### config.mk
export PLATFORM = sky130hd
export DESIGN_NAME = operand_store_flat
export DESIGN_NICKNAME = d
export VERILOG_FILES = /design/src/rtl/operand_store_if.sv /design/src/rtl/operand_store.sv /design/src/flat_wrapper.sv
export SDC_FILE = /design/constraint.sdc
export NUM_CORES = 1
export LEC_CHECK = 0
export ABC_AREA = 0
export CORE_ASPECT_RATIO = 1.25
export CORE_UTILIZATION = 25
export DETAILED_ROUTE_END_ITERATION = 8
export HOLD_SLACK_MARGIN = 0.03
export PLACE_DENSITY = 0.5
export SLEW_MARGIN = 20
export SYNTH_ARGS = -nofsm -noshare
export SYNTH_HDL_FRONTEND = slang
export SYNTH_SLANG_ARGS = --single-unit
### constraint.sdc
create_clock -name clk_i -period 3.39 [get_ports clk_i]
set_input_delay 0.5085 -clock clk_i [delete_from_list [all_inputs] [get_ports clk_i]]
set_output_delay 0.5085 -clock clk_i [all_outputs]
set_load 0.02 [all_outputs]
### src/rtl/operand_store_if.sv
// Store-request and write-port bundle between execute stage, operand_store and RAM/register file.
// slave: operand_store side; master: the requester and memories driving it.
interface operand_store_if #(
  parameter int MODE_WIDTH     = 2,
  parameter int OPERAND_WIDTH  = 8,
  parameter int DATA_WIDTH     = 8,
  parameter int RAM_ADDR_WIDTH = 8,
  parameter int RAM_DATA_WIDTH = 8,
  parameter int REG_ADDR_WIDTH = 4,
  parameter int REG_DATA_WIDTH = 8
);
  logic                      start;
  logic [MODE_WIDTH-1:0]     mode;
  logic [OPERAND_WIDTH-1:0]  operand_in;
  logic [DATA_WIDTH-1:0]     data_in;
  logic [REG_DATA_WIDTH-1:0] reg_rdata;

  logic                      busy;
  logic                      done;
  logic                      error;
  logic [RAM_ADDR_WIDTH-1:0] ram_addr;
  logic [RAM_DATA_WIDTH-1:0] ram_wdata;
  logic                      ram_we;
  logic [REG_ADDR_WIDTH-1:0] reg_addr;
  logic [REG_DATA_WIDTH-1:0] reg_wdata;
  logic                      reg_we;

  modport slave (
    input  start, mode, operand_in, data_in, reg_rdata,
    output busy, done, error, ram_addr, ram_wdata, ram_we, reg_addr, reg_wdata, reg_we
  );

  modport master (
    output start, mode, operand_in, data_in, reg_rdata,
    input  busy, done, error, ram_addr, ram_wdata, ram_we, reg_addr, reg_wdata, reg_we
  );
endinterface

### src/rtl/operand_store.sv
// Writes an 8-bit result to RAM or the register file using IMM/DIR/INDIR/REG destination modes.
// Latency from capture: IMM done +1, DIR/REG strobe +1 done +2, INDIR ptr +1 strobe +2 done +3; starts while busy are dropped.
module operand_store #(
  parameter int MODE_WIDTH     = 2,
  parameter int OPERAND_WIDTH  = 8,
  parameter int DATA_WIDTH     = 8,
  parameter int RAM_ADDR_WIDTH = 8,
  parameter int RAM_DATA_WIDTH = 8,
  parameter int REG_ADDR_WIDTH = 4,
  parameter int REG_DATA_WIDTH = 8
) (
  input  logic               clk_i,
  input  logic               rst_n_i,
  operand_store_if.slave     bus
);

  localparam logic [MODE_WIDTH-1:0] MODE_IMM   = MODE_WIDTH'(0);
  localparam logic [MODE_WIDTH-1:0] MODE_DIR   = MODE_WIDTH'(1);
  localparam logic [MODE_WIDTH-1:0] MODE_INDIR = MODE_WIDTH'(2);
  localparam logic [MODE_WIDTH-1:0] MODE_REG   = MODE_WIDTH'(3);

  typedef enum logic [1:0] {
    S_IDLE = 2'd0,
    S_PTR  = 2'd1,
    S_WR   = 2'd2,
    S_DONE = 2'd3
  } state_e;

  state_e state_q, state_d;

  logic [MODE_WIDTH-1:0]     mode_q,    mode_d;
  logic [OPERAND_WIDTH-1:0]  operand_q, operand_d;
  logic [DATA_WIDTH-1:0]     data_q,    data_d;
  logic [RAM_ADDR_WIDTH-1:0] ptr_q,     ptr_d;

  // Address/wdata outputs hold whatever was last driven, so each has a hold register.
  logic [RAM_ADDR_WIDTH-1:0] ram_addr_q,  ram_addr_d;
  logic [RAM_DATA_WIDTH-1:0] ram_wdata_q, ram_wdata_d;
  logic [REG_ADDR_WIDTH-1:0] reg_addr_q,  reg_addr_d;
  logic [REG_DATA_WIDTH-1:0] reg_wdata_q, reg_wdata_d;

  logic ram_we_d;
  logic reg_we_d;
  logic done_d;
  logic error_d;
  logic busy_d;

  logic [RAM_ADDR_WIDTH-1:0] op_ram_addr;
  logic [REG_ADDR_WIDTH-1:0] op_reg_addr;
  logic [RAM_DATA_WIDTH-1:0] data_ram;
  logic [REG_DATA_WIDTH-1:0] data_reg;

  assign op_ram_addr = RAM_ADDR_WIDTH'(operand_q);
  assign op_reg_addr = REG_ADDR_WIDTH'(operand_q);
  assign data_ram    = RAM_DATA_WIDTH'(data_q);
  assign data_reg    = REG_DATA_WIDTH'(data_q);

  // State and datapath registers.
  always_ff @(posedge clk_i) begin
    if (!rst_n_i) begin
      state_q     <= S_IDLE;
      mode_q      <= '0;
      operand_q   <= '0;
      data_q      <= '0;
      ptr_q       <= '0;
      ram_addr_q  <= '0;
      ram_wdata_q <= '0;
      reg_addr_q  <= '0;
      reg_wdata_q <= '0;
    end else begin
      state_q     <= state_d;
      mode_q      <= mode_d;
      operand_q   <= operand_d;
      data_q      <= data_d;
      ptr_q       <= ptr_d;
      ram_addr_q  <= ram_addr_d;
      ram_wdata_q <= ram_wdata_d;
      reg_addr_q  <= reg_addr_d;
      reg_wdata_q <= reg_wdata_d;
    end
  end

  // Next-state and request capture.
  always_comb begin
    state_d   = state_q;
    mode_d    = mode_q;
    operand_d = operand_q;
    data_d    = data_q;
    ptr_d     = ptr_q;
    unique case (state_q)
      S_IDLE: begin
        if (bus.start) begin
          mode_d    = bus.mode;
          operand_d = bus.operand_in;
          data_d    = bus.data_in;
          if (bus.mode == MODE_IMM) begin
            state_d = S_DONE;
          end else if (bus.mode == MODE_INDIR) begin
            state_d = S_PTR;
          end else begin
            state_d = S_WR;
          end
        end
      end
      S_PTR: begin
        ptr_d   = RAM_ADDR_WIDTH'(bus.reg_rdata);
        state_d = S_WR;
      end
      S_WR: begin
        state_d = S_DONE;
      end
      S_DONE: begin
        state_d = S_IDLE;
      end
      default: begin
        state_d = S_IDLE;
      end
    endcase
  end

  // Outputs: strobes only in WR, pointer read address in PTR, otherwise hold.
  always_comb begin
    ram_addr_d  = ram_addr_q;
    ram_wdata_d = ram_wdata_q;
    reg_addr_d  = reg_addr_q;
    reg_wdata_d = reg_wdata_q;
    ram_we_d    = 1'b0;
    reg_we_d    = 1'b0;
    done_d      = 1'b0;
    error_d     = 1'b0;
    busy_d      = (state_q != S_IDLE);
    unique case (state_q)
      S_PTR: begin
        reg_addr_d = op_reg_addr;
      end
      S_WR: begin
        if (mode_q == MODE_DIR) begin
          ram_we_d    = 1'b1;
          ram_addr_d  = op_ram_addr;
          ram_wdata_d = data_ram;
        end else if (mode_q == MODE_INDIR) begin
          ram_we_d    = 1'b1;
          ram_addr_d  = ptr_q;
          ram_wdata_d = data_ram;
        end else if (mode_q == MODE_REG) begin
          reg_we_d    = 1'b1;
          reg_addr_d  = op_reg_addr;
          reg_wdata_d = data_reg;
        end
      end
      S_DONE: begin
        done_d  = 1'b1;
        error_d = (mode_q == MODE_IMM);
      end
      default: begin
      end
    endcase
  end

  assign bus.busy      = busy_d;
  assign bus.done      = done_d;
  assign bus.error     = error_d;
  assign bus.ram_addr  = ram_addr_d;
  assign bus.ram_wdata = ram_wdata_d;
  assign bus.ram_we    = ram_we_d;
  assign bus.reg_addr  = reg_addr_d;
  assign bus.reg_wdata = reg_wdata_d;
  assign bus.reg_we    = reg_we_d;

endmodule

### src/flat_wrapper.sv
// flat-port wrapper written by rule: the top's interface ports become plain ports
module operand_store_flat 
#(
  parameter int MODE_WIDTH     = 2,
  parameter int OPERAND_WIDTH  = 8,
  parameter int DATA_WIDTH     = 8,
  parameter int RAM_ADDR_WIDTH = 8,
  parameter int RAM_DATA_WIDTH = 8,
  parameter int REG_ADDR_WIDTH = 4,
  parameter int REG_DATA_WIDTH = 8
)
  (clk_i, rst_n_i, bus_start, bus_mode, bus_operand_in, bus_data_in, bus_reg_rdata, bus_busy, bus_done, bus_error, bus_ram_addr, bus_ram_wdata, bus_ram_we, bus_reg_addr, bus_reg_wdata, bus_reg_we);
  operand_store_if #(.MODE_WIDTH(MODE_WIDTH), .OPERAND_WIDTH(OPERAND_WIDTH), .DATA_WIDTH(DATA_WIDTH), .RAM_ADDR_WIDTH(RAM_ADDR_WIDTH), .RAM_DATA_WIDTH(RAM_DATA_WIDTH), .REG_ADDR_WIDTH(REG_ADDR_WIDTH), .REG_DATA_WIDTH(REG_DATA_WIDTH)) bus_i ();
  input  logic clk_i;
  input  logic rst_n_i;
  input wire logic [$bits(bus_i.start)-1:0] bus_start;
  input wire logic [$bits(bus_i.mode)-1:0] bus_mode;
  input wire logic [$bits(bus_i.operand_in)-1:0] bus_operand_in;
  input wire logic [$bits(bus_i.data_in)-1:0] bus_data_in;
  input wire logic [$bits(bus_i.reg_rdata)-1:0] bus_reg_rdata;
  output wire logic [$bits(bus_i.busy)-1:0] bus_busy;
  output wire logic [$bits(bus_i.done)-1:0] bus_done;
  output wire logic [$bits(bus_i.error)-1:0] bus_error;
  output wire logic [$bits(bus_i.ram_addr)-1:0] bus_ram_addr;
  output wire logic [$bits(bus_i.ram_wdata)-1:0] bus_ram_wdata;
  output wire logic [$bits(bus_i.ram_we)-1:0] bus_ram_we;
  output wire logic [$bits(bus_i.reg_addr)-1:0] bus_reg_addr;
  output wire logic [$bits(bus_i.reg_wdata)-1:0] bus_reg_wdata;
  output wire logic [$bits(bus_i.reg_we)-1:0] bus_reg_we;
  assign bus_i.start = bus_start;
  assign bus_i.mode = bus_mode;
  assign bus_i.operand_in = bus_operand_in;
  assign bus_i.data_in = bus_data_in;
  assign bus_i.reg_rdata = bus_reg_rdata;
  assign bus_busy = bus_i.busy;
  assign bus_done = bus_i.done;
  assign bus_error = bus_i.error;
  assign bus_ram_addr = bus_i.ram_addr;
  assign bus_ram_wdata = bus_i.ram_wdata;
  assign bus_ram_we = bus_i.ram_we;
  assign bus_reg_addr = bus_i.reg_addr;
  assign bus_reg_wdata = bus_i.reg_wdata;
  assign bus_reg_we = bus_i.reg_we;
  operand_store #(.MODE_WIDTH(MODE_WIDTH), .OPERAND_WIDTH(OPERAND_WIDTH), .DATA_WIDTH(DATA_WIDTH), .RAM_ADDR_WIDTH(RAM_ADDR_WIDTH), .RAM_DATA_WIDTH(RAM_DATA_WIDTH), .REG_ADDR_WIDTH(REG_ADDR_WIDTH), .REG_DATA_WIDTH(REG_DATA_WIDTH)) u_core (.clk_i(clk_i), .rst_n_i(rst_n_i), .bus(bus_i));
endmodule
# Word level (Yosys, flattened, before mapping)
# Index checks and enable logic that the tools add are counted.
classes:
  reduce_logical: 5
  eq_ne: 8
  muxes: 27
op_table:
  columns: ["cell", "n"]
  rows:
  - ["8-bit 2-to-1 mux", 10]
  - ["4-bit 2-to-1 mux", 3]
  - ["2-bit == test (second input constant)", 5]
  - ["1-bit 2-to-1 mux", 9]
  - ["2-bit case mux with 4 select lines", 1]
  - ["4-bit case mux with 2 select lines", 1]
  - ["2-bit logical NOT", 3]
  - ["2-bit 2-to-1 mux", 3]
  - ["2-bit by 1-bit == test with 1-bit output (second input constant)", 2]
  - ["2-bit != test (second input constant)", 1]
  - ["2-bit AND reduction", 1]
  - ["2-bit nonzero test", 1]
totals:
  reg_bits: 56
  wordCells: 49
  output_inout_bits: 33

# Depth between registers and ports, before layout
# Gate-level depths: netlist of the first run.
logic_depth:
  depth_word: 5
  ltp_mapped: 7

# Least setup slack after synthesis of the first run
# OpenSTA, ideal clock, no wires.
synth_timing:
  kind: "flip-flop to output port"
  from: "register u_core.mode_q[1]"
  to: "output port bus_reg_addr[0]"
  path_slack_ps: 1276
  n_path_buf: 1
  stages_incl_launch_ff: 7
  required_time_ps: 2882
  arrival_ps: 1605
  cell_sequence: "dfxtp_1 inv_1 ha_1 nor4bb_2 buf_6 or2_1 a32o_1"
synth_between:
  elab_chain_cells: 5
  word_cells_on_any_way: 7
  cone_classes: "3 x eq/ne; 4 x mux"
synth_rtl:
  columns: ["element", "line", "rtl"]
  rows:
  - ["from (decl)", "operand_store.sv:31", "logic [MODE_WIDTH-1:0] mode_q, mode_d;"]
  - ["from (signal assigned)", "operand_store.sv:72", "mode_q <= mode_d;"]
  - ["2-bit == test", "operand_store.sv:145", "end else if (mode_q == MODE_REG) begin"]
  - ["4-bit 2-to-1 mux", "operand_store.sv:145", null]
  - ["4-bit 2-to-1 mux", "operand_store.sv:141", "end else if (mode_q == MODE_INDIR) begin"]
  - ["4-bit 2-to-1 mux (*)", "operand_store.sv:137", "if (mode_q == MODE_DIR) begin"]
  - ["4-bit case mux with 2 select lines (*)", "operand_store.sv:132", "unique case (state_q)"]
  - ["to (decl)", "flat_wrapper.sv:27", "output wire logic [$bits(bus_i.reg_addr)-1:0] bus_reg_addr;"]
# Mark *: on every way between the ends. The rest lies on a longest branch, timed or not.

# Final worst setup path of the first run
layout_timing:
  from: "register u_core.state_q[0]"
  to: "output port bus_reg_wdata[1]"
layout_between:
  elab_chain_cells: 2
layout_rtl:
  columns: ["element", "line", "rtl"]
  rows:
  - ["from (decl)", "operand_store.sv:29", "state_e state_q, state_d;"]
  - ["from (signal assigned)", "operand_store.sv:71", "state_q <= state_d;"]
  - ["2-bit == test", "operand_store.sv:132", null]
  - ["8-bit 2-to-1 mux", "operand_store.sv:132", null]
  - ["to (decl)", "flat_wrapper.sv:28", "output wire logic [$bits(bus_i.reg_wdata)-1:0] bus_reg_wdata;"]
# No other way between the ends.

==> results of run 1 <==
[layer usage]
layer / global-route usage / vias up
met3: 0.02333 / 5
met4: 0.04762 / 0
met2: 0.2261 / 43
met1: 0.1586 / 959
met5: 0 / -
li1: - / 1058
[cell type report]
type                            count  area [µm²]  area share
Timing Repair Buffer               67       655.6      0.1899
Multi-Input combinational cell    186        1280      0.3707
Clock inverter                      3       68.82     0.01993
Tap cell                          126       157.7     0.04565
Inverter                           12       45.04     0.01304
Clock buffer                        5       125.1     0.03623
Sequential cell                    56        1121      0.3246
[path summary, 6_finish.rpt]
check                                      start                          endpoint  slack (ns)  cells past startpoint
setup / recovery  u_core.state_q[0]$_SDFFE_PN0P_                  bus_reg_wdata[1]        0.19                      6
hold / removal     u_core.data_q[3]$_SDFFE_PN0P_     u_core.data_q[3]$_SDFFE_PN0P_        0.48                      2
setup reg to reg  u_core.state_q[0]$_SDFFE_PN0P_  u_core.reg_wdata_q[5]$_SDFF_PN0_        1.27                      6
hold reg to reg    u_core.data_q[3]$_SDFFE_PN0P_     u_core.data_q[3]$_SDFFE_PN0P_        0.48                      2
[metrics by stage]
step	cells	total power (W)	hold WS [ns]
after CTS	455	0.001770	0.4797
after global placement	447	0.001097	0.4619
after global routing	455	0.001843	0.4963
after floorplan	269	0.0009641	0.4365
after detailed placement	447	0.001101	0.4694
final	455	0.001751	0.4764
[worst max-delay path: stages, from the launching register on]
cell                              delay (ns)
sky130_fd_sc_hd__dfxtp_1                0.35
sky130_fd_sc_hd__inv_1                  0.09
sky130_fd_sc_hd__ha_1                   0.44
sky130_fd_sc_hd__nor4bb_4               0.42
sky130_fd_sc_hd__buf_4                  0.24
sky130_fd_sc_hd__mux2_4                 0.31
sky130_fd_sc_hd__clkdlybuf4s50_1        0.54
[layout by cell type, fill, tap and decap left out, drive strengths merged]
| cell type | count |
|---|---|
| clkdlybuf4s50 | 61 |
| dfxtp | 56 |
| nand2 | 46 |
| a21oi | 28 |
| and2 | 20 |
| o22ai | 16 |
| mux2 | 16 |
| inv | 12 |
| ha | 9 |
| a211oi | 8 |
| mux2i | 8 |
| nor2 | 8 |
| buf | 6 |
| clkbuf | 5 |
| nand3 | 4 |
| o221ai | 4 |
| a22o | 4 |
| o211ai | 3 |
| a32o | 3 |
| bufinv | 2 |
| o21ai | 2 |
| nor4bb | 1 |
| nor3b | 1 |
| nand4 | 1 |
| o21a | 1 |
| or2 | 1 |
| clkinv | 1 |
| and3 | 1 |
| nand3b | 1 |
[cells by family after synthesis]
logic type	Yosys count	share of synthesized area
mux	24	0.1162
flops	56	0.4487
buf+inv	27	0.04657
compound gates	69	0.1778
fa+ha+maj	9	0.04507
simple gates	84	0.1658
[what timing repair did]
item                                   4_1_cts  5_1_grt
setup endpoints to repair                    0        8
resized for setup                            0        2
endpoints found under the hold margin        0        0
[registers in the layout (all words and copies together), names as in the netlist]
| name | count |
|---|---|
| u_core.op_ram_addr | 8 |
| u_core.ram_wdata_q | 8 |
| u_core.ptr_q | 8 |
| u_core.reg_wdata_q | 8 |
| u_core.ram_addr_q | 8 |
| u_core.reg_addr_q | 4 |
| u_core.mode_q | 2 |
| u_core.state_q | 2 |
| u_core.data_q | 8 |
[power by group through the flow]
| stage | registers (W) | logic [W] | clock network [W] |
|---|---|---|---|
| 2_1_floorplan | 0.000735 | 0.000229 | 0 |
| 3_3_place_gp | 0.000747 | 0.000351 | 0 |
| 3_5_place_dp | 0.000748 | 0.000353 | 0 |
| 4_1_cts | 0.000732 | 0.000355 | 0.000684 |
| 5_1_grt | 0.000739 | 0.000392 | 0.000712 |
| 6_report | 0.000732 | 0.000354 | 0.000666 |
==> run summary, run 1 <==
ROUTING
------------------------------------------------------------------------------
Highest metal used                                                        met4
Wirelength, routed                                                     6436 µm
Number of vias after detailed routing                                    2,065
Routed wl met3                                                          237 µm
Sum of routed wire segments on met1                                    2981 µm
Routed Antenna Nets                                                          0
Pre-Repair DR Iteration Count                                                4
Average wire per standard cell                                        14.15 µm
Met2 wire length                                                       3125 µm
DRC violation total after the first TritonRoute iteration                   82
DRC Markers                                                                  0
Via count normalized by instance count                                   4.538

OUTCOME
------------------------------------------------------------------------------
Run status                                                           completed

FINAL LAYOUT
------------------------------------------------------------------------------
Area delta synth->final                                                 38.21%
Share of post-route cells with drive strength above 1                   0.1064
Final standard cell area without fillers                              3453 µm²
Final antenna diode count                                                    0
# fillers                                                                  996
Nets@finish                                                                366
Post-Route Utilization                                                  0.3575

POWER
------------------------------------------------------------------------------
Maximum vdd ir drop                                                  0.3194 mV
Sequential fraction of design power                                      0.418
Share of total power consumed by net switching                          0.2729
Total power per unit cell area                                    507.1 nW/µm²
Clock power frac                                                         0.380
Combinational cell fraction of total power                               0.202
Switching power                                                    0.0004779 W
Leakage component of the power                                        1.247 nW
Internal power                                                      0.001273 W

SETUP PATH
------------------------------------------------------------------------------
Critical-path maximum fanout                                                12
Type of origin of the critical path                                   register
Signal arrival time at the worst endpoint                              2.69 ns
Category of the most critical setup path                            reg -> out
Required time reported for the critical path endpoint                  2.88 ns
CP endpoint kind                                                  primary output

FLOORPLAN
------------------------------------------------------------------------------
Effective utilization at floorplan                                      0.2587
Row cnt                                                                     40
Core region area                                                      9659 µm²
Chip Height                                                           113.8 µm
Io pins                                                                     62
Chip Width                                                            91.42 µm
Full die area                                                       10,400 µm²

SYNTH
------------------------------------------------------------------------------
Share of the synthesized area in the top cell type                      0.4487
Most used flip-flop cell after synthesis                          sky130_fd_sc_hd__dfxtp_1
Syn_area_per_cell                                                    9.289 µm²
Most instantiated library cell after synthesis                    sky130_fd_sc_hd__dfxtp_1
Most area-consuming cells after synthesis                         sky130_fd_sc_hd__dfxtp_1 (45%), sky130_fd_sc_hd__nand2_1 (6.9%), sky130_fd_sc_hd__a21oi_1 (5.6%)
Cell taking the most area after synthesis                         sky130_fd_sc_hd__dfxtp_1
Asr flop ratio synth                                                         0
YS warnings                                                                  0
Cell types with the highest counts after synthesis                sky130_fd_sc_hd__dfxtp_1 (56), sky130_fd_sc_hd__nand2_1 (46), sky130_fd_sc_hd__a21oi_1 (28), sky130_fd_sc_hd__and2_1 (20), sky130_fd_sc_hd__o22ai_1 (16)
Synth Net Count                                                            307
Count of flip-flops with a built-in enable after synthesis                   0
Sequential area share after synthesis                                   0.4487
Number of different library cells in the post-synthesis netlist             30
Synthesized netlist cell count                                             269
Post-synthesis cell area                                              2499 µm²
Register bit count reported by yosys                                        56

TIMING
------------------------------------------------------------------------------
Setup slack of the critical path after layout                        0.1907 ns
TNS Setup                                                                 0 ns
Hold Violations, Final                                                       0
Tightest Pin Transition                                              0.7846 ns
Final clock period utilization by the worst path                        0.9437
Max Clock Skew                                                     0.005093 ns
Clock period minus worst slack                                        3.199 ns
Worst slew slack as a fraction of its limit                             0.4769
Count of final max-slew check failures                                       0
Number of endpoints failing setup at the final stage                         0
Setup repair after global routing missed its margin                      false
Max Clk Rate                                                         312.6 MHz

GLOBAL ROUTING
------------------------------------------------------------------------------
All-Layer GR Usage                                                      0.1295
Number of global-route vias before repair                                2,004
Largest net degree at the start of global routing                           22
Leftover overflow at the end of global routing                               0
First-pass GRT wire length                                           10,390 µm
Initial antenna violation count                                              0

CLOCK NETWORK
------------------------------------------------------------------------------
Clock tree from TritonCTS                                                  yes
Bufs on Longest Clock Path                                                   2
Clock Sink Count                                                            56
Clock latency at the later pin of the worst-skew pair                  0.29 ns
Number of CTS-inserted buffers                                               5
Clock transition at path regs                                          0.07 ns
Count of hold-fix buffers inserted at cts                                    0
Total setup buffers inserted after CTS                                       0
Root buffer cell                                                  sky130_fd_sc_hd__clkbuf_16
H-tree depth reported by CTS                                                 2

PLACE
------------------------------------------------------------------------------
Worst Setup Slack post-DPL                                           0.4533 ns
Count of input and output buffers                                           61
Post-DP Area                                                          3249 µm²
Detail Placement HPWL                                                  4650 µm
Final Wtd Congestion                                                    0.7457

FLOW RUN
------------------------------------------------------------------------------
Max_cap viols                                                                0

WORST HOLD PATH
------------------------------------------------------------------------------
Hold crit path type                                                 reg -> reg

No activity file was read; power rests on OpenSTA's default activity.
==> run 2, diff against run 1 <==
--- a/config.mk
+++ b/config.mk
@@ -7,8 +7,10 @@
 export LEC_CHECK = 0
 export ABC_AREA = 0
 export CORE_ASPECT_RATIO = 1.25
+export CORE_MARGIN = 5
 export CORE_UTILIZATION = 25
 export DETAILED_ROUTE_END_ITERATION = 8
+export GPL_TIMING_DRIVEN = 0
 export HOLD_SLACK_MARGIN = 0.03
 export PLACE_DENSITY = 0.5
 export SLEW_MARGIN = 20
==> run summary, run 2 (synthesized netlist as in run 1, its figures left out) <==
OUTCOME
--------------------------------------------------------------------------------------
Run status                                                                   completed   unchanged

SETUP PATH
--------------------------------------------------------------------------------------
CP Launch Point                                                           u_core.mode_q[0]$_SDFFE_PN0P_   was u_core.state_q[0]$_SDFFE_PN0P_
Crit-path leading delay family                                            buffers and inverters   unchanged
Bufs and invs on worst path                                                          3   unchanged
Start of the worst register-to-register path                              u_core.mode_q[1]$_SDFFE_PN0P_   was u_core.state_q[0]$_SDFFE_PN0P_
CP endpoint kind                                                          primary output   unchanged
Library cell contributing the largest single delay on the critical path   sky130_fd_sc_hd__clkdlybuf4s50_1   unchanged
Signal arrival time at the worst endpoint                                      2.63 ns   was 2.69 ns
Largest incremental delay on the critical path                                 0.55 ns   was 0.54 ns
Series of cell instances along the critical path                          inv_1 -> ha_1 -> buf_2 -> nor3b_4 -> o21ai_0 -> a32o_1 -> clkdlybuf4s50_1   was inv_1 -> ha_1 -> nor4bb_4 -> buf_4 -> mux2_4 -> clkdlybuf4s50_1
Type of origin of the critical path                                           register   unchanged
Required time reported for the critical path endpoint                          2.88 ns   about the same
Critical-path maximum fanout                                                        10   was 12
Category of the most critical setup path                                    reg -> out   unchanged

FINAL LAYOUT
--------------------------------------------------------------------------------------
# fillers                                                                        1,044   was 996
Final standard cell area without fillers                                      3410 µm²   was 3453 µm²
Final antenna diode count                                                            0   unchanged
Commonest non-fill, non-tap cells in the layout                           sky130_fd_sc_hd__clkdlybuf4s50_1 (61), sky130_fd_sc_hd__dfxtp_1 (56), sky130_fd_sc_hd__nand2_1 (46), sky130_fd_sc_hd__a21oi_1 (28), sky130_fd_sc_hd__and2_1 (20)   unchanged
Nets@finish                                                                        375   was 366
Commonest non-fill, non-tap cell in the layout                            sky130_fd_sc_hd__clkdlybuf4s50_1   unchanged
Share of post-route cells with drive strength above 1                           0.1006   was 0.1064
Area delta synth->final                                                         36.45%   was 38.21%

WORST HOLD PATH
--------------------------------------------------------------------------------------
Launch point of the worst hold path                                       u_core.data_q[6]$_SDFFE_PN0P_   was u_core.data_q[3]$_SDFFE_PN0P_
Hold crit path type                                                         reg -> reg   unchanged

TIMING
--------------------------------------------------------------------------------------
Worst slew slack as a fraction of its limit                                     0.6171   was 0.4769
Number of endpoints failing setup at the final stage                                 0   unchanged
Clock period minus worst slack                                                3.137 ns   was 3.199 ns
Tightest Pin Transition                                                      0.5743 ns   was 0.7846 ns
Setup repair after global routing missed its margin                              false   unchanged
Max Clock Skew                                                             0.006480 ns   was 0.005093 ns
Final clock period utilization by the worst path                                0.9254   was 0.9437
Count of final max-slew check failures                                               0   unchanged
Hold Violations, Final                                                               0   unchanged
TNS Setup                                                                         0 ns   unchanged
Max Clk Rate                                                                 318.8 MHz   was 312.6 MHz

CLOCK NETWORK
--------------------------------------------------------------------------------------
H-tree depth reported by CTS                                                         2   unchanged
Number of CTS-inserted buffers                                                       5   unchanged
Count of hold-fix buffers inserted at cts                                            0   unchanged
Clock latency at the later pin of the worst-skew pair                          0.29 ns   about the same
Clock Sink Count                                                                    56   unchanged
Clock tree from TritonCTS                                                          yes   unchanged
Bufs on Longest Clock Path                                                           2   unchanged
Clock transition at path regs                                                  0.07 ns   about the same
Root buffer cell                                                          sky130_fd_sc_hd__clkbuf_16   unchanged

ROUTING
--------------------------------------------------------------------------------------
DRC Markers                                                                          0   unchanged
Routed Antenna Nets                                                                  0   unchanged
Met2 wire length                                                               3375 µm   was 3125 µm
Sum of routed wire segments on met1                                            3138 µm   was 2981 µm
Average wire per standard cell                                                14.89 µm   was 14.15 µm
Highest metal used                                                                met4   unchanged
Via count normalized by instance count                                           4.584   was 4.538
DRC violation total after the first TritonRoute iteration                           74   was 82
Number of vias after detailed routing                                            2,127   was 2,065
Wirelength, routed                                                             6910 µm   was 6436 µm
Routed wl met3                                                                  321 µm   was 237 µm
Pre-Repair DR Iteration Count                                                        4   unchanged

FLOORPLAN
--------------------------------------------------------------------------------------
Full die area                                                               12,110 µm²   was 10,400 µm²
Row cnt                                                                             40   unchanged
Chip Height                                                                   121.8 µm   was 113.8 µm
Effective utilization at floorplan                                              0.2573   was 0.2587
Core region area                                                              9709 µm²   was 9659 µm²
Io pins                                                                             62   unchanged
Chip Width                                                                    99.42 µm   was 91.42 µm

GLOBAL ROUTING
--------------------------------------------------------------------------------------
Largest net degree at the start of global routing                                   17   was 22
Number of global-route vias before repair                                        2,140   was 2,004
Initial antenna violation count                                                      0   unchanged
All-Layer GR Usage                                                              0.1192   was 0.1295
Leftover overflow at the end of global routing                                       0   unchanged
First-pass GRT wire length                                                   11,260 µm   was 10,390 µm

FLOW RUN
--------------------------------------------------------------------------------------
Max_cap viols                                                                        0   unchanged

PLACE
--------------------------------------------------------------------------------------
Final Wtd Congestion                                                            0.7674   was 0.7457
Detail Placement HPWL                                                          5116 µm   was 4650 µm
Count of input and output buffers                                                   61   unchanged
Post-DP Area                                                                  3267 µm²   was 3249 µm²

POWER
--------------------------------------------------------------------------------------
Leakage component of the power                                                1.238 nW   was 1.247 nW
Total power per unit cell area                                            468.8 nW/µm²   was 507.1 nW/µm²
Maximum vdd ir drop                                                          0.2016 mV   was 0.3194 mV

## run 2: per-stage QoR
step	hold slack (ns)	worst slack (ns)	power [W]	util	instances
after floorplan	0.4365	1.276	0.0009641	-	269
after global placement	0.4590	0.5408	0.001106	0.3365	456
after detailed placement	0.4719	0.5298	0.001110	0.3365	456
after CTS	0.4810	0.1973	0.001623	0.3510	464
after global routing	0.5033	0.08315	0.001693	0.3512	464
final	0.4765	0.2531	0.001599	0.3512	464
## run 2: what timing repair did
item | CTS | global route
setup endpoints to repair | 0 | 3
buffers inserted | 0 | 0
gates resized for setup | 0 | 2
## run 2: power breakdown
part           switching [W]  leakage, nW  internal [W]
Sequential         0.0000337        0.455      0.000698
Combinational       0.000209        0.715      0.000152
Clock               0.000229       0.0681      0.000276
## run 2: per-layer routing
layer	vias to the layer above	track usage
met3	7	0.03265
met1	993	0.1479
li1	1082	-
met2	45	0.2034
met5	-	0
met4	0	0.03074
## run 2: final cells by class
| type | instances | area, µm² | share of cell area |
|---|---|---|---|
| multi-input combinational | 186 | 1261 | 0.3699 |
| sequential | 56 | 1121 | 0.3288 |
| timing repair buffer | 61 | 610.6 | 0.1791 |
| tap | 126 | 157.7 | 0.04624 |
| clock buffer | 7 | 132.6 | 0.03890 |
| buffer | 15 | 72.57 | 0.02128 |
| inverter | 12 | 45.04 | 0.01321 |
| clock inverter | 1 | 8.758 | 0.002569 |
## run 2: path summary, 6_finish.rpt
check | slack, ns | endpoint | depth (start not counted)
setup / recovery | 0.25 | bus_reg_addr[2] | 7
hold / removal | 0.48 | u_core.data_q[6]$_SDFFE_PN0P_ | 2
setup reg to reg | 1.48 | u_core.reg_wdata_q[7]$_SDFF_PN0_ | 6
hold reg to reg | 0.48 | u_core.data_q[6]$_SDFFE_PN0P_ | 2
## run 2: tightest hold or removal path: cells and delay by family (launching register included)
kind | cells | cell delay (ns)
AO/OA/AOI/OAI | 1 | 0.05
flip-flops | 1 | 0.32
AND/OR/NAND/NOR | 1 | 0.06
==> run 3, diff against run 2 <==
--- a/config.mk
+++ b/config.mk
@@ -12,8 +12,7 @@
 export DETAILED_ROUTE_END_ITERATION = 8
 export GPL_TIMING_DRIVEN = 0
 export HOLD_SLACK_MARGIN = 0.03
-export PLACE_DENSITY = 0.5
-export SLEW_MARGIN = 20
+export PLACE_DENSITY = 0.55
 export SYNTH_ARGS = -nofsm -noshare
 export SYNTH_HDL_FRONTEND = slang
 export SYNTH_SLANG_ARGS = --single-unit
==> run summary, run 3 (synthesized netlist as in run 1, its figures left out) <==
CLOCK NETWORK
--------------------------------------------------------------------------------------
Clock Sink Count                                                                    56   unchanged
H-tree depth reported by CTS                                                         2   unchanged
Count of hold-fix buffers inserted at cts                                            0   unchanged
Total setup buffers inserted after CTS                                               0   unchanged
Bufs on Longest Clock Path                                                           2   unchanged
Clock latency at the later pin of the worst-skew pair                          0.29 ns   about the same
Number of CTS-inserted buffers                                                       5   unchanged
Root buffer cell                                                          sky130_fd_sc_hd__clkbuf_16   unchanged
Clock transition at path regs                                                  0.07 ns   about the same
Clock tree from TritonCTS                                                          yes   unchanged
Count of instances resized after the clock tree is built                             0   unchanged

GLOBAL ROUTING
--------------------------------------------------------------------------------------
First-pass GRT wire length                                                   10,940 µm   was 11,260 µm
Leftover overflow at the end of global routing                                       0   unchanged
Number of global-route vias before repair                                        2,052   was 2,140
All-Layer GR Usage                                                              0.1157   was 0.1192
Initial antenna violation count                                                      0   unchanged
Largest net degree at the start of global routing                                   19   was 17

TIMING
--------------------------------------------------------------------------------------
Tightest Pin Transition                                                      0.6152 ns   was 0.5743 ns
Clock period minus worst slack                                                3.151 ns   was 3.137 ns
Final clock period utilization by the worst path                                0.9294   was 0.9254
Count of final max-slew check failures                                               0   unchanged
TNS Setup                                                                         0 ns   unchanged
Max Clock Skew                                                             0.003896 ns   was 0.006480 ns
Hold Violations, Final                                                               0   unchanged
Worst slew slack as a fraction of its limit                                     0.5899   was 0.6171
Minimum hold slack                                                           0.4761 ns   was 0.4765 ns
Number of endpoints failing setup at the final stage                                 0   unchanged
Setup repair after global routing missed its margin                              false   unchanged
Max Clk Rate                                                                 317.4 MHz   was 318.8 MHz
Setup slack of the critical path after layout                                0.2393 ns   was 0.2531 ns

FLOORPLAN
--------------------------------------------------------------------------------------
Row cnt                                                                             40   unchanged
Chip Width                                                                    99.42 µm   unchanged
Full die area                                                               12,110 µm²   unchanged
Chip Height                                                                   121.8 µm   unchanged
Core region area                                                              9709 µm²   unchanged
Io pins                                                                             62   unchanged
Effective utilization at floorplan                                              0.2573   unchanged

SETUP PATH
--------------------------------------------------------------------------------------
Signal arrival time at the worst endpoint                                      2.64 ns   was 2.63 ns
CP Launch Point                                                           u_core.mode_q[0]$_SDFFE_PN0P_   unchanged
CP endpoint kind                                                          primary output   unchanged
Internal reg-to-reg setup slack                                                1.51 ns   was 1.48 ns
Library cell contributing the largest single delay on the critical path   sky130_fd_sc_hd__clkdlybuf4s50_1   unchanged
Critical-path maximum fanout                                                        10   unchanged
Largest incremental delay on the critical path                                 0.54 ns   was 0.55 ns
Worst setup path end                                                      bus_reg_addr[2]   unchanged
Series of cell instances along the critical path                          inv_1 -> ha_1 -> buf_2 -> nor3b_4 -> o21ai_0 -> a32o_1 -> clkdlybuf4s50_1   unchanged
Required time reported for the critical path endpoint                          2.88 ns   about the same
Depth of the worst register-to-register path                                         6   unchanged
Crit Reg-Reg Endpoint                                                     u_core.reg_wdata_q[1]$_SDFF_PN0_   was u_core.reg_wdata_q[7]$_SDFF_PN0_
Start of the worst register-to-register path                              u_core.mode_q[1]$_SDFFE_PN0P_   unchanged
Type of origin of the critical path                                           register   unchanged
Category of the most critical setup path                                    reg -> out   unchanged

ROUTING
--------------------------------------------------------------------------------------
Pre-Repair DR Iteration Count                                                        4   unchanged
Via count normalized by instance count                                           4.534   was 4.584
Average wire per standard cell                                                14.66 µm   was 14.89 µm
Routed Antenna Nets                                                                  0   unchanged
Number of vias after detailed routing                                            2,104   was 2,127
Wirelength, routed                                                             6803 µm   was 6910 µm
DRC violation total after the first TritonRoute iteration                           44   was 74
DRC Markers                                                                          0   unchanged

FINAL LAYOUT
--------------------------------------------------------------------------------------
Share of post-route cells with drive strength above 1                           0.1036   was 0.1006
Sequential standard cell area                                                 1121 µm²   unchanged
Area delta synth->final                                                         37.61%   was 36.45%
Post-Route Utilization                                                          0.3541   was 0.3512
Nets@finish                                                                        375   unchanged
Commonest non-fill, non-tap cells in the layout                           sky130_fd_sc_hd__clkdlybuf4s50_1 (61), sky130_fd_sc_hd__dfxtp_1 (56), sky130_fd_sc_hd__nand2_1 (46), sky130_fd_sc_hd__a21oi_1 (28), sky130_fd_sc_hd__and2_1 (20)   unchanged
# fillers                                                                        1,005   was 1,044
Final antenna diode count                                                            0   unchanged
Multi-input gate area in the final layout                                     1261 µm²   unchanged
Commonest non-fill, non-tap cell in the layout                            sky130_fd_sc_hd__clkdlybuf4s50_1   unchanged
Final standard cell area without fillers                                      3438 µm²   was 3410 µm²

PLACE
--------------------------------------------------------------------------------------
Worst Setup Slack post-DPL                                                   0.5754 ns   was 0.5298 ns
Detail Placement HPWL                                                          5046 µm   was 5116 µm
Post-DP Area                                                                  3267 µm²   unchanged
Final Wtd Congestion                                                            0.7427   was 0.7674
Count of input and output buffers                                                   61   unchanged

WORST HOLD PATH
--------------------------------------------------------------------------------------
Hold crit path type                                                         reg -> reg   unchanged

POWER
--------------------------------------------------------------------------------------
Total power per unit cell area                                            490.0 nW/µm²   was 468.8 nW/µm²
Leakage component of the power                                                1.247 nW   was 1.238 nW
Maximum vdd ir drop                                                          0.1895 mV   was 0.2016 mV

OUTCOME
--------------------------------------------------------------------------------------
Run status                                                                   completed   unchanged

FLOW RUN
--------------------------------------------------------------------------------------
Max_cap viols                                                                        0   unchanged

## run 3: changes by cell type in the layout (fill, tap and decap cells not counted)
| cell | change |
|---|---|
| sky130_fd_sc_hd__clkbuf_1 | -1 |
| sky130_fd_sc_hd__clkbuf_2 | -1 |
| sky130_fd_sc_hd__inv_6 | +1 |
| sky130_fd_sc_hd__clkinv_4 | -1 |
| sky130_fd_sc_hd__clkinvlp_4 | +1 |
| sky130_fd_sc_hd__bufinv_16 | +1 |
## run 3: layer usage
| layer | up-vias | part of all wire | global-route usage |
|---|---|---|---|
| li1 | 1082 | - | - |
| met1 | 962 | 0.46 | 0.1522 |
| met2 | 56 | 0.48 | 0.1878 |
| met3 | 4 | 0.058 | 0.02864 |
| met4 | 0 | 0.0091 | 0.03330 |
| met5 | - | 0 | 0 |
## run 3: power by group
part	internal (W)	total (W)	switching, W
registers	0.000698	0.000733	0.0000346
clock network	0.000352	0.000597	0.000245
logic	0.000150	0.000356	0.000205
total	0.00120	0.00168	0.000485
## run 3: area by class of cell
| class | count | share of cell area |
|---|---|---|
| multi-input cells | 186 | 0.3668 |
| flip-flops and latches | 56 | 0.3261 |
| repair buffers | 61 | 0.1776 |
| well taps | 126 | 0.04585 |
| clock buffers | 5 | 0.03639 |
| plain buffers | 15 | 0.02074 |
| clock inverters | 3 | 0.01346 |
| inverters | 12 | 0.01310 |
## run 3: worst min path at each step
stage,cells past startpoint,slack (ns),end,startpoint
final,2,0.48,u_core.data_q[4]$_SDFFE_PN0P_,u_core.data_q[4]$_SDFFE_PN0P_
after global routing,2,0.50,u_core.op_ram_addr[4]$_SDFFE_PN0P_,u_core.op_ram_addr[4]$_SDFFE_PN0P_
after CTS,2,0.48,u_core.data_q[4]$_SDFFE_PN0P_,u_core.data_q[4]$_SDFFE_PN0P_
after detailed placement,2,0.46,u_core.data_q[4]$_SDFFE_PN0P_,u_core.data_q[4]$_SDFFE_PN0P_
after global placement,2,0.46,u_core.data_q[4]$_SDFFE_PN0P_,u_core.data_q[4]$_SDFFE_PN0P_
after floorplan,2,0.44,u_core.op_ram_addr[4]$_SDFFE_PN0P_,u_core.op_ram_addr[4]$_SDFFE_PN0P_
## run 3: stage by stage
step | power, W | instances
after floorplan | 0.0009641 | 269
after global placement | 0.001101 | 456
after detailed placement | 0.001104 | 456
after CTS | 0.001709 | 464
after global routing | 0.001776 | 464
final | 0.001685 | 464
## run 3: worst max-delay path, delay by kind of cell (launching register included)
kind | cells | cell delay (ns)
compound gates | 2 | 0.47
fa+ha+maj | 1 | 0.25
buf+inv | 3 | 0.85
flops | 1 | 0.41
simple gates | 1 | 0.37
